## src/rtl/rst_sequencer_if.sv

```systemverilog
// Reset-sequencer bus: processor soft-reset request in, staged domain resets and
// reset bookkeeping out.
interface rst_sequencer_if;
  logic       soft_rst_req;
  logic       rst_periph;
  logic       rst_cpu;
  logic       ready;
  logic [1:0] rst_cause;
  logic [7:0] soft_cnt;

  modport master (
    output soft_rst_req,
    input  rst_periph,
    input  rst_cpu,
    input  ready,
    input  rst_cause,
    input  soft_cnt
  );

  modport slave (
    input  soft_rst_req,
    output rst_periph,
    output rst_cpu,
    output ready,
    output rst_cause,
    output soft_cnt
  );
endinterface

```

## src/rtl/rst_sequencer.sv

```systemverilog
// Staged reset release: stretch the incoming reset, free peripherals first, then the
// CPU; replays on a soft request from RUN and records cause and soft-reset count.
module rst_sequencer #(
  parameter int HOLD_CYCLES = 16,
  parameter int STAGE_GAP   = 4
) (
  input  logic          clk,
  input  logic          rst,
  rst_sequencer_if.slave bus
);

  localparam int MAX_CNT = (HOLD_CYCLES > STAGE_GAP) ? HOLD_CYCLES : STAGE_GAP;
  localparam int CNT_W   = $clog2(MAX_CNT + 1);
  localparam logic [CNT_W-1:0] HOLD_LAST = CNT_W'(HOLD_CYCLES - 1);
  localparam logic [CNT_W-1:0] GAP_LAST  = CNT_W'(STAGE_GAP - 1);
  localparam logic [1:0] CAUSE_HARD = 2'b01;
  localparam logic [1:0] CAUSE_SOFT = 2'b10;

  typedef enum logic [1:0] {
    HOLD = 2'b00,
    GAP  = 2'b01,
    RUN  = 2'b10
  } state_t;

  function automatic logic [7:0] sat_inc8(input logic [7:0] value);
    sat_inc8 = (value == 8'hFF) ? 8'hFF : (value + 8'd1);
  endfunction

  state_t           state_r;
  state_t           next_state_s;
  logic [CNT_W-1:0] cnt_r;
  logic [CNT_W-1:0] next_cnt_s;
  logic             hold_done_s;
  logic             gap_done_s;

  logic             rst_periph_r, rst_periph_s;
  logic             rst_cpu_r,    rst_cpu_s;
  logic             ready_r,      ready_s;
  logic [1:0]       rst_cause_r,  rst_cause_s;
  logic [7:0]       soft_cnt_r,   soft_cnt_s;

  assign hold_done_s = (cnt_r == HOLD_LAST);
  assign gap_done_s  = (cnt_r == GAP_LAST);

  // State, counter and registered outputs; rst overrides every other update.
  always_ff @(posedge clk) begin
    if (rst) begin
      state_r      <= HOLD;
      cnt_r        <= '0;
      rst_periph_r <= 1'b1;
      rst_cpu_r    <= 1'b1;
      ready_r      <= 1'b0;
      rst_cause_r  <= CAUSE_HARD;
      soft_cnt_r   <= 8'h00;
    end else begin
      state_r      <= next_state_s;
      cnt_r        <= next_cnt_s;
      rst_periph_r <= rst_periph_s;
      rst_cpu_r    <= rst_cpu_s;
      ready_r      <= ready_s;
      rst_cause_r  <= rst_cause_s;
      soft_cnt_r   <= soft_cnt_s;
    end
  end

  // Next state and stage counter.
  always_comb begin
    next_state_s = state_r;
    next_cnt_s   = cnt_r;
    case (state_r)
      HOLD: begin
        if (hold_done_s) begin
          next_state_s = GAP;
          next_cnt_s   = '0;
        end else begin
          next_cnt_s   = cnt_r + CNT_W'(1);
        end
      end
      GAP: begin
        if (gap_done_s) begin
          next_state_s = RUN;
          next_cnt_s   = '0;
        end else begin
          next_cnt_s   = cnt_r + CNT_W'(1);
        end
      end
      RUN: begin
        if (bus.soft_rst_req) begin
          next_state_s = HOLD;
          next_cnt_s   = '0;
        end else begin
          next_cnt_s   = '0;
        end
      end
      default: begin
        next_state_s = HOLD;
        next_cnt_s   = '0;
      end
    endcase
  end

  // Next output values; the domain resets are fully decided by state so a corrupted
  // register self-heals on the following edge.
  always_comb begin
    rst_periph_s = 1'b1;
    rst_cpu_s    = 1'b1;
    ready_s      = 1'b0;
    rst_cause_s  = rst_cause_r;
    soft_cnt_s   = soft_cnt_r;
    case (state_r)
      HOLD: begin
        if (hold_done_s) begin
          rst_periph_s = 1'b0;
        end else begin
          rst_periph_s = 1'b1;
        end
      end
      GAP: begin
        rst_periph_s = 1'b0;
        if (gap_done_s) begin
          rst_cpu_s = 1'b0;
          ready_s   = 1'b1;
        end else begin
          rst_cpu_s = 1'b1;
          ready_s   = 1'b0;
        end
      end
      RUN: begin
        if (bus.soft_rst_req) begin
          rst_cause_s = CAUSE_SOFT;
          soft_cnt_s  = sat_inc8(soft_cnt_r);
        end else begin
          rst_periph_s = 1'b0;
          rst_cpu_s    = 1'b0;
          ready_s      = 1'b1;
        end
      end
      default: begin
        rst_periph_s = 1'b1;
        rst_cpu_s    = 1'b1;
        ready_s      = 1'b0;
      end
    endcase
  end

  assign bus.rst_periph = rst_periph_r;
  assign bus.rst_cpu    = rst_cpu_r;
  assign bus.ready      = ready_r;
  assign bus.rst_cause  = rst_cause_r;
  assign bus.soft_cnt   = soft_cnt_r;

endmodule
```

## src/flat_wrapper.sv

```systemverilog
// flat-port wrapper written by rule: the top's interface ports become plain ports
module rst_sequencer_flat 
#(
  parameter int HOLD_CYCLES = 16,
  parameter int STAGE_GAP   = 4
)
  (clk, rst, bus_soft_rst_req, bus_rst_periph, bus_rst_cpu, bus_ready, bus_rst_cause, bus_soft_cnt);
  rst_sequencer_if bus_i ();
  input  logic clk;
  input  logic rst;
  input wire logic [$bits(bus_i.soft_rst_req)-1:0] bus_soft_rst_req;
  output wire logic [$bits(bus_i.rst_periph)-1:0] bus_rst_periph;
  output wire logic [$bits(bus_i.rst_cpu)-1:0] bus_rst_cpu;
  output wire logic [$bits(bus_i.ready)-1:0] bus_ready;
  output wire logic [$bits(bus_i.rst_cause)-1:0] bus_rst_cause;
  output wire logic [$bits(bus_i.soft_cnt)-1:0] bus_soft_cnt;
  assign bus_i.soft_rst_req = bus_soft_rst_req;
  assign bus_rst_periph = bus_i.rst_periph;
  assign bus_rst_cpu = bus_i.rst_cpu;
  assign bus_ready = bus_i.ready;
  assign bus_rst_cause = bus_i.rst_cause;
  assign bus_soft_cnt = bus_i.soft_cnt;
  rst_sequencer #(.HOLD_CYCLES(HOLD_CYCLES), .STAGE_GAP(STAGE_GAP)) u_core (.clk(clk), .rst(rst), .bus(bus_i));
endmodule
```

## config.mk

```make
export PLATFORM = sky130hd
export DESIGN_NAME = rst_sequencer_flat
export DESIGN_NICKNAME = d
export VERILOG_FILES = /design/src/rtl/rst_sequencer_if.sv /design/src/rtl/rst_sequencer.sv /design/src/flat_wrapper.sv
export SDC_FILE = /design/constraint.sdc
export NUM_CORES = 1
export LEC_CHECK = 0
export BUFFER_PORTS_ARGS = -buffer_cell sky130_fd_sc_hd__buf_2
export CAP_MARGIN = 0
export CORE_AREA = 2 2 47 49
export CTS_BUF_LIST = sky130_fd_sc_hd__clkbuf_16
export CTS_CLUSTER_DIAMETER = 200
export DETAILED_ROUTE_END_ITERATION = 8
export DIE_AREA = 0 0 49 51
export GPL_TIMING_DRIVEN = 0
export PLACE_DENSITY = 0.77
export SLEW_MARGIN = 5
export SYNTH_ARGS = -nofsm -noshare
export SYNTH_HDL_FRONTEND = slang
export SYNTH_SLANG_ARGS = --single-unit
```

## constraint.sdc

```tcl
create_clock -name clk -period 2.2 [get_ports clk]
set_input_delay 0.44 -clock clk [delete_from_list [all_inputs] [get_ports clk]]
set_output_delay 0.44 -clock clk [all_outputs]
set_load 0.01 [all_outputs]
```

---- Word-level counts from Yosys, hierarchy flattened ----
Cells that the tools add are included.
word-level totals
  register bits ........................... 20
  input port bits ......................... 3
  word-level logic and storage cells ...... 36
operators by class
  $add $sub $neg .......................... 2
  eq/ne operators ......................... 8
  multiplexer cells ....................... 16
  reductions and logical operators ........ 3
operators with widths
  kind                   count
  $mux W5                2
  $pmux W5 S2            1
  $add A8 B1 Y8 const B  1
  $eq A8 B8 Y1 const B   1
  $mux W8                1
  $mux W2                3
  $pmux W2 S3            1
  $add A5 B1 Y5 const B  1
  $eq A5 B2 Y1 const B   1
  $eq A5 B4 Y1 const B   1
  $mux W1                5
  $ne A2 B1 Y1 const B   2
  $pmux W1 S2            2
  $pmux W1 S3            1
  $reduce_and A3 Y1      1
  $eq A2 B1 Y1 const B   1
  $eq A2 B2 Y1 const B   1
  $logic_not A2 Y1       1
  $ne A2 B2 Y1 const B   1
  $reduce_and A2 Y1      1

---- Depth between registers and ports, before layout ----
Gate-level depths: netlist (run 1).
  depth in word-level cells ............... 3
  depth in mapped cells ................... 7
  depth with buffers taken out ............ 7

---- Worst setup path before layout (run 1) ----
Ideal clock, no wire load.
  kind .................................... register to register
  start point ............................. register u_core.cnt_r[0]
  end point ............................... register u_core.state_r[0]
  setup time .............................. 0.072 ns
  arrival ................................. 1.501 ns
  path slack .............................. 0.628 ns
  stages on the path, launching flop included .. 6
  buffers on the path ..................... 1
  clock period less this slack ............ 1.572 ns
  cells stage by stage .................... dfxtp_1 > ha_1 > or4b_1 > buf_2 > a211oi_2 > mux2i_1
between the ends
  cells in the longest elaborated chain, start to end .. 3
ends and longest elaborated chain
  item                                          line                                      RTL
  start: declaration                            rst_sequencer.sv:31                       logic [CNT_W-1:0] cnt_r;
  start signal: assignment                      rst_sequencer.sv:57                       cnt_r <= next_cnt_s;
  $eq A5 B2 Y1 or $eq A5 B4 Y1 (tied branches)  rst_sequencer.sv:43, rst_sequencer.sv:42
  $ne A2 B1 Y1 (no source line)                 -
  $reduce_and A3 Y1 (no source line) *          -
  end signal: assignment                        rst_sequencer.sv:56                       state_r <= next_state_s;
  end: declaration                              rst_sequencer.sv:29                       state_t state_r;
Every way passes the cells marked *; elsewhere a longest branch is shown, timed or not.
A chain may end at the register's enable or synchronous reset.

---- Final worst setup path (run 1) ----
  start point ............................. register u_core.cnt_r[0]
  end point ............................... register u_core.cnt_r[3]
between the ends
  cells in the longest elaborated chain, start to end .. 3
ends and longest elaborated chain
  item                                   line                                      RTL
  $add A5 B1 Y5 (tied with other cells)  rst_sequencer.sv:76, rst_sequencer.sv:84
  $mux W5, on equally long branches      rst_sequencer.sv:80, rst_sequencer.sv:72
  $pmux W5 S2 *                          rst_sequencer.sv:70                       case (state_r)
Marks and branches as above.

==> results of run 1 <==
cell usage in the layout (no fill, tap or decap), types with 2 or more instances in the layout:
cell,n
clkbuf_16,3
nor3_1,7
xor2_1,2
a211oi_1,3
nand3_1,5
nand4_1,2
buf_2,15
and4_1,2
clkbuf_1,2
mux2i_1,2
dfxtp_1,20
nor2_1,3
nand2_1,10
a31oi_1,2
inv_1,8
nor4_1,2
a21oi_1,7
ha_1,8
registers in the layout (all words and copies together) (netlist names):
register               cells
u_core.state_r             2
u_core.bus.rst_periph      1
u_core.cnt_r               5
u_core.bus.ready           1
u_core.bus.rst_cpu         1
u_core.bus.rst_cause       2
u_core.bus.soft_cnt        8
area by class of cell:
type	count	share of cell area (%)
multi-input cells	72	44.7
flip-flops and latches	20	35.6
clock buffers	3	6.67
repair buffers	14	6.22
well taps	28	3.11
inverters	8	2.67
plain buffers	3	1.11
metal layers:
layer | vias up | global-route usage (%) | share of wire (%)
met5 | - | 0 | 0
met1 | 350 | 17.8 | 46
li1 | 411 | - | -
met4 | 0 | 11.4 | 2.4
met3 | 5 | 3.51 | 4.1
met2 | 17 | 28.1 | 48
power breakdown:
group          internal (mW)  leakage, nW  switching [mW]
registers              0.370        0.162         0.00527
logic                 0.0150        0.268          0.0240
clock network          0.240       0.0370           0.129
total                  0.625        0.466           0.158
kinds of logic after synthesis:
| kind of cell | Yosys count |
|---|---|
| mux | 2 |
| simple gates | 39 |
| xor+xnor | 3 |
| buf+inv | 11 |
| compound gates | 20 |
| flops | 20 |
| fa+ha+maj | 8 |
metrics by stage:
step                      std cells  area [um^2]  power [mW]  hold WS (ns)
after global routing            148         1130       0.810         0.483
after global placement          145         1050       0.420         0.429
after detailed placement        145         1050       0.422         0.454
after floorplan                 103          946       0.411         0.433
final                           148         1130       0.782         0.460
after CTS                       148         1130       0.791         0.463
final timing paths:
path	from	to	slack [ns]	cells after the start
setup / recovery	u_core.cnt_r[0]	u_core.cnt_r[3]	0.50	7
hold / removal	u_core.bus.rst_cause[0]	u_core.bus.rst_cause[0]	0.46	2
setup reg to reg	u_core.cnt_r[0]	u_core.cnt_r[3]	0.50	7
hold reg to reg	u_core.bus.rst_cause[0]	u_core.bus.rst_cause[0]	0.46	2
critical path, delay by kind of cell, from the launching register on:
kind | cells | cell delay, ns
compound gates | 1 | 0.17
fa+ha+maj | 2 | 0.41
buf+inv | 1 | 0.05
flops | 1 | 0.32
simple gates | 3 | 0.67
==> flow_metrics.tcl, run 1 <==
set metrics [dict create \
    yosys-top-cells-count "dfxtp_1 (20), nand2_1 (10), ha_1 (8), inv_1 (8)" \
    crit_top_cell "ha_1" \
    synth-edff-count 0 \
    clk_path_buf_depth 2 \
    die_h_um 51 \
    fin_worst_skew_ns 0.00472 \
    synth_compound_area_share_pct 15.5 \
    port_buffers 14 \
    dp_hpwl_um 1360 \
    crit_chain "ha_1, nand3_1, inv_1, ha_1, nor2b_1, a21oi_1, nor3_1" \
    period_share_pct 77.4 \
    synth.avg_cell_area_um2 9.18 \
    drv_slew 0 \
    gp_congestion 0.779 \
    fin_tns_setup_ns 0 \
    fin_crit_ns 1.70 \
    drc 0 \
    fin_ws_ns 0.497 \
    synth_cell_types 34 \
    n_antenna_cell 0 \
    synth_adder_area_share_pct 10.6 \
    synth_top_area_share_pct 42.3 \
    end_kind "flop" \
    tightest_slew_ns 0.398 \
    drv_cap 0 \
    synth-async-reset-ratio_pct 0 \
    cts_tree "yes" \
    hold_viol_final 0 \
    multi_input_area_um2 503 \
    vias 783 \
    outcome "completed" \
    p_per_area_nw_per_um2 695 \
    clk_latency_ns 0.25 \
    path_max_fanout 5 \
    drt_first_pass_iters 4 \
    p_leak_nw 0.466 \
    synth_fp_nets 114 \
    numClockSinks 20 \
    coreArea_um2 2060 \
    required_ns 2.38 \
    nFillCells 189 \
    cts-root-buf "clkbuf_16" \
    ys_warn_count 0 \
    criticalPathCategory "flop to flop" \
    wl_per_cell_um 12.6 \
    yosys.area_share.simple_pct 22.2 \
    grt_overflow 0 \
    seq_area_frac_synth_pct 42.3 \
    fmax_mhz 587 \
    synth.most_common_cell "dfxtp_1" \
    final_util_pct 54.6 \
    setup_viol 0 \
    arrival_ns 1.88 \
    vias_per_cell 5.29 \
    relSlewSlack_pct 72.8 \
    ys_seq_elements 20 \
    postCtsSetupRepairBufs 0 \
    cts_made_buffers 3 \
    initial_core_util_pct 45.8 \
    clkTransAtPathRegs_ns 0.05 \
    worstHoldPathType "flop to flop" \
    row_count 17 \
    holdBufCountCts 0 \
    h-tree-depth 1 \
    critPathLaunchType "flop" \
    drive_above_1_share_pct 17.5 \
    max_stage_delay_ns 0.36 \
    areaGrowthSynthToFinish_pct 19.0 \
    synth_top_family_by_area "simple AND/OR/NAND/NOR gates" \
    grt_max_degree 11 \
    peakVddDrop_mv 0.377 \
    regArea_um2 400 \
    ant_nets 0 \
    die_w_um 49 \
    synth.area.mux_share_pct 2.12 \
    final_nets 133 \
    fp.dieArea_um2 2500 \
    dpl_worst_slack_ns 0.486 \
    synth_top_area_cell "dfxtp_1" \
    synth_cells 103 \
    yosys-top-cells-area "dfxtp_1 (42%), ha_1 (11%), nand2_1 (4.0%)" \
    grt_usage_pct 16.2 \
    grt_pass1_vias 742 \
    drt-total-wl_um 1860 \
    postCtsResizedCells 0 \
    drtIter0Drc 11 \
    rsz0062_at_grt "no" \
    synth_ff_type "dfxtp_1" \
    synth_xor_area_share_pct 2.78 \
    syn_area_um2 946 \
    grt_first_pass_wirelength_um 3030 \
    antenna_found_initial 0 \
    io_pins 16 \
    slowest_stage "nor2b_1" \
]
No activity file was read; power rests on OpenSTA's default activity.
==> inputs of run 2 (changes only) <==
--- a/config.mk
+++ b/config.mk
@@ -5,13 +5,14 @@
 export SDC_FILE = /design/constraint.sdc
 export NUM_CORES = 1
 export LEC_CHECK = 0
+export ABC_AREA = 1
 export BUFFER_PORTS_ARGS = -buffer_cell sky130_fd_sc_hd__buf_2
 export CAP_MARGIN = 0
-export CORE_AREA = 2 2 47 49
+export CORE_AREA = 2 2 50 52
 export CTS_BUF_LIST = sky130_fd_sc_hd__clkbuf_16
 export CTS_CLUSTER_DIAMETER = 200
 export DETAILED_ROUTE_END_ITERATION = 8
-export DIE_AREA = 0 0 49 51
+export DIE_AREA = 0 0 52 54
 export GPL_TIMING_DRIVEN = 0
 export PLACE_DENSITY = 0.77
 export SLEW_MARGIN = 5
==> constraint.sdc (replaced) <==
create_clock -name clk -period 1.4 [get_ports clk]
set_input_delay 0.28 -clock clk [delete_from_list [all_inputs] [get_ports clk]]
set_output_delay 0.28 -clock clk [all_outputs]
set_load 0.01 [all_outputs]
==> flow_metrics.tcl, run 2 <==
set metrics [dict create \
    outcome "completed" \
    clkTransAtPathRegs_ns 0.05 \
    crit_top_cell "ha_4" \
    gp_congestion 0.848 \
    critPathLaunchType "flop" \
    seq_area_frac_synth_pct 38.0 \
    cts_tree "yes" \
    drv_cap 0 \
    fmax_mhz 720 \
    fin_worst_skew_ns 0.00117 \
    yosys-top-cells-area "dfxtp_1 (38%), ha_1 (9.5%), nand2_1 (8.9%)" \
    rrSetupSlack_ns 0.01 \
    fp.dieArea_um2 2810 \
    p_per_area_nw_per_um2 1460 \
    n_antenna_cell 0 \
    port_buffers 15 \
    io_pins 16 \
    tightest_slew_ns 0.428 \
    synth.most_common_cell "nand2_1" \
    fin_ws_ns 0.0105 \
    yosys-top-cells-count "nand2_1 (25), dfxtp_1 (20), inv_1 (19), nor2_1 (18), ha_1 (8)" \
    final_nets 169 \
    ant_nets 0 \
    synth_top_area_share_pct 38.0 \
    cts-root-buf "clkbuf_16" \
    areaGrowthSynthToFinish_pct 27.0 \
    ys_seq_elements 20 \
    drv_slew 0 \
    synth_ff_type "dfxtp_1" \
    required_ns 1.59 \
    synth-edff-count 0 \
    clk_path_buf_depth 2 \
    path_max_fanout 5 \
    mostFrequentLayoutCell "nand2_1" \
    peakVddDrop_mv 0.855 \
    rsz0062_at_grt "yes" \
    drive_above_1_share_pct 30.8 \
    ys_warn_count 0 \
    coreArea_um2 2320 \
    grt_max_degree 11 \
    relSlewSlack_pct 71.4 \
    die_w_um 52 \
    grt_first_pass_wirelength_um 3340 \
    synth_cells 136 \
    synth_top_area_cell "dfxtp_1" \
    die_h_um 54 \
    drt-total-wl_um 2230 \
    slowest_stage "dfxtp_2" \
    arrival_ns 1.57 \
    drt_first_pass_iters 4 \
    synth_cell_types 29 \
    synth-async-reset-ratio_pct 0 \
    grt_usage_pct 16.6 \
    synth_fp_nets 147 \
    synth.avg_cell_area_um2 7.75 \
    wl_per_cell_um 12.0 \
    vias_per_cell 4.83 \
    max_stage_delay_ns 0.33 \
    row_count 18 \
    drtIter0Drc 5 \
    numClockSinks 20 \
    criticalPathCategory "flop to flop" \
    drc 0 \
    syn_area_um2 1050 \
    final_util_pct 57.7 \
    final_area_um2 1340 \
    period_share_pct 99.3 \
    antenna_found_initial 0 \
    grt_pass1_vias 799 \
    fin_crit_ns 1.39 \
    crit_chain "ha_4, nand3_4, inv_2, ha_4, or2_4, nand2_2, o211ai_4, nor2_1" \
    p_leak_nw 0.590 \
    holdBufCountCts 0 \
    clk_latency_ns 0.25 \
    dp_hpwl_um 1520 \
    place_area_um2 1170 \
    layout_common_cells "nand2_1 (25), inv_1 (17), nor2_1 (17)" \
    end_kind "flop" \
    initial_core_util_pct 45.4 \
    vias 899 \
    worstHoldPathType "input port to flop" \
    cts_made_buffers 3 \
    largest_reg_flops 8 \
    h-tree-depth 1 \
    dpl_worst_slack_ns -0.0978 \
    grt_overflow 0 \
    hold_viol_final 0 \
    setup_viol 0 \
]
==> run 2: cell types whose count changed in the layout (fill, tap and decap cells not counted), sizes merged, moves of 3 or more <==
| cell | previous run | this run |
|---|---|---|
| nand2 | 10 | 30 |
| nor2 | 3 | 22 |
| inv | 8 | 21 |
| nor3 | 7 | 1 |
| a211oi | 4 | 0 |
| o21ai | 1 | 5 |
| nand3 | 5 | 8 |
| or2 | 0 | 3 |
==> run 2: where the power goes <==
group | total (mW) | internal [mW] | switching [mW] | leakage, nW
Clock | 0.570 | 0.376 | 0.194 | 0.0370
Sequential | 0.730 | 0.660 | 0.0693 | 0.164
Combinational | 0.653 | 0.281 | 0.372 | 0.389
==> run 2: logic make-up (layout without fill, tap and decap cells) <==
| family | after synthesis | count (layout) | share of synthesized area, % |
|---|---|---|---|
| compound gates | 13 | 13 | 7.24 |
| fa+ha+maj | 8 | 8 | 9.50 |
| buf+inv | 23 | 43 | 8.43 |
| xor+xnor | 3 | 3 | 2.49 |
| flops | 20 | 20 | 38.0 |
| simple gates | 69 | 69 | 34.3 |
==> run 2: final timing paths <==
check	start	end	depth (start not counted)
setup / recovery	u_core.cnt_r[0]	u_core.cnt_r[2]	8
hold reg to reg	u_core.bus.rst_cause[1]	u_core.bus.rst_cause[1]	2
hold / removal	rst	u_core.bus.rst_cause[0]	3
setup reg to reg	u_core.cnt_r[0]	u_core.cnt_r[2]	8
==> run 2: metal layers <==
metal  vias to the layer above  wire length, um  global-route usage (%)
met1                       396              948                    16.8
met4                         0               59                    10.1
met3                         7               89                    2.78
met5                         -                0                       0
li1                        474                -                       -
met2                        22             1130                    31.6
==> run 2: repair_timing <==
action / CTS / global route
pin swaps: 4 / 9
buffers inserted: 1 / 1
hold endpoints to repair: 0 / 0
setup endpoints to repair: 7 / 9
resized for setup: 9 / 9
==> run 2: layout make-up <==
class / instances / area [um^2]
buffer: 1 / 3.75
clock buffer: 3 / 75.1
inverter: 22 / 87.6
tap: 30 / 37.5
timing repair buffer: 17 / 90.1
sequential: 20 / 405
multi-input combinational: 93 / 638
fill: 203 / 982
==> run 2: critical path: cells and delay by family, from the launching register on <==
family          cells  cell delay [ns]
simple gates        4             0.55
compound gates      1             0.08
buf+inv             1             0.04
fa+ha+maj           2             0.31
flops               1             0.33
==> run 2: stage by stage <==
step	hold WS, ns	instances	setup TNS [ns]	power, mW
6_report	0.423	186	0	1.95
5_1_grt	0.425	186	-0.249	2.08
4_1_cts	0.417	185	0	1.90
3_5_place_dp	0.442	181	-0.517	1.24
3_3_place_gp	0.427	181	-0.331	1.22
2_1_floorplan	0.420	136	0	1.12
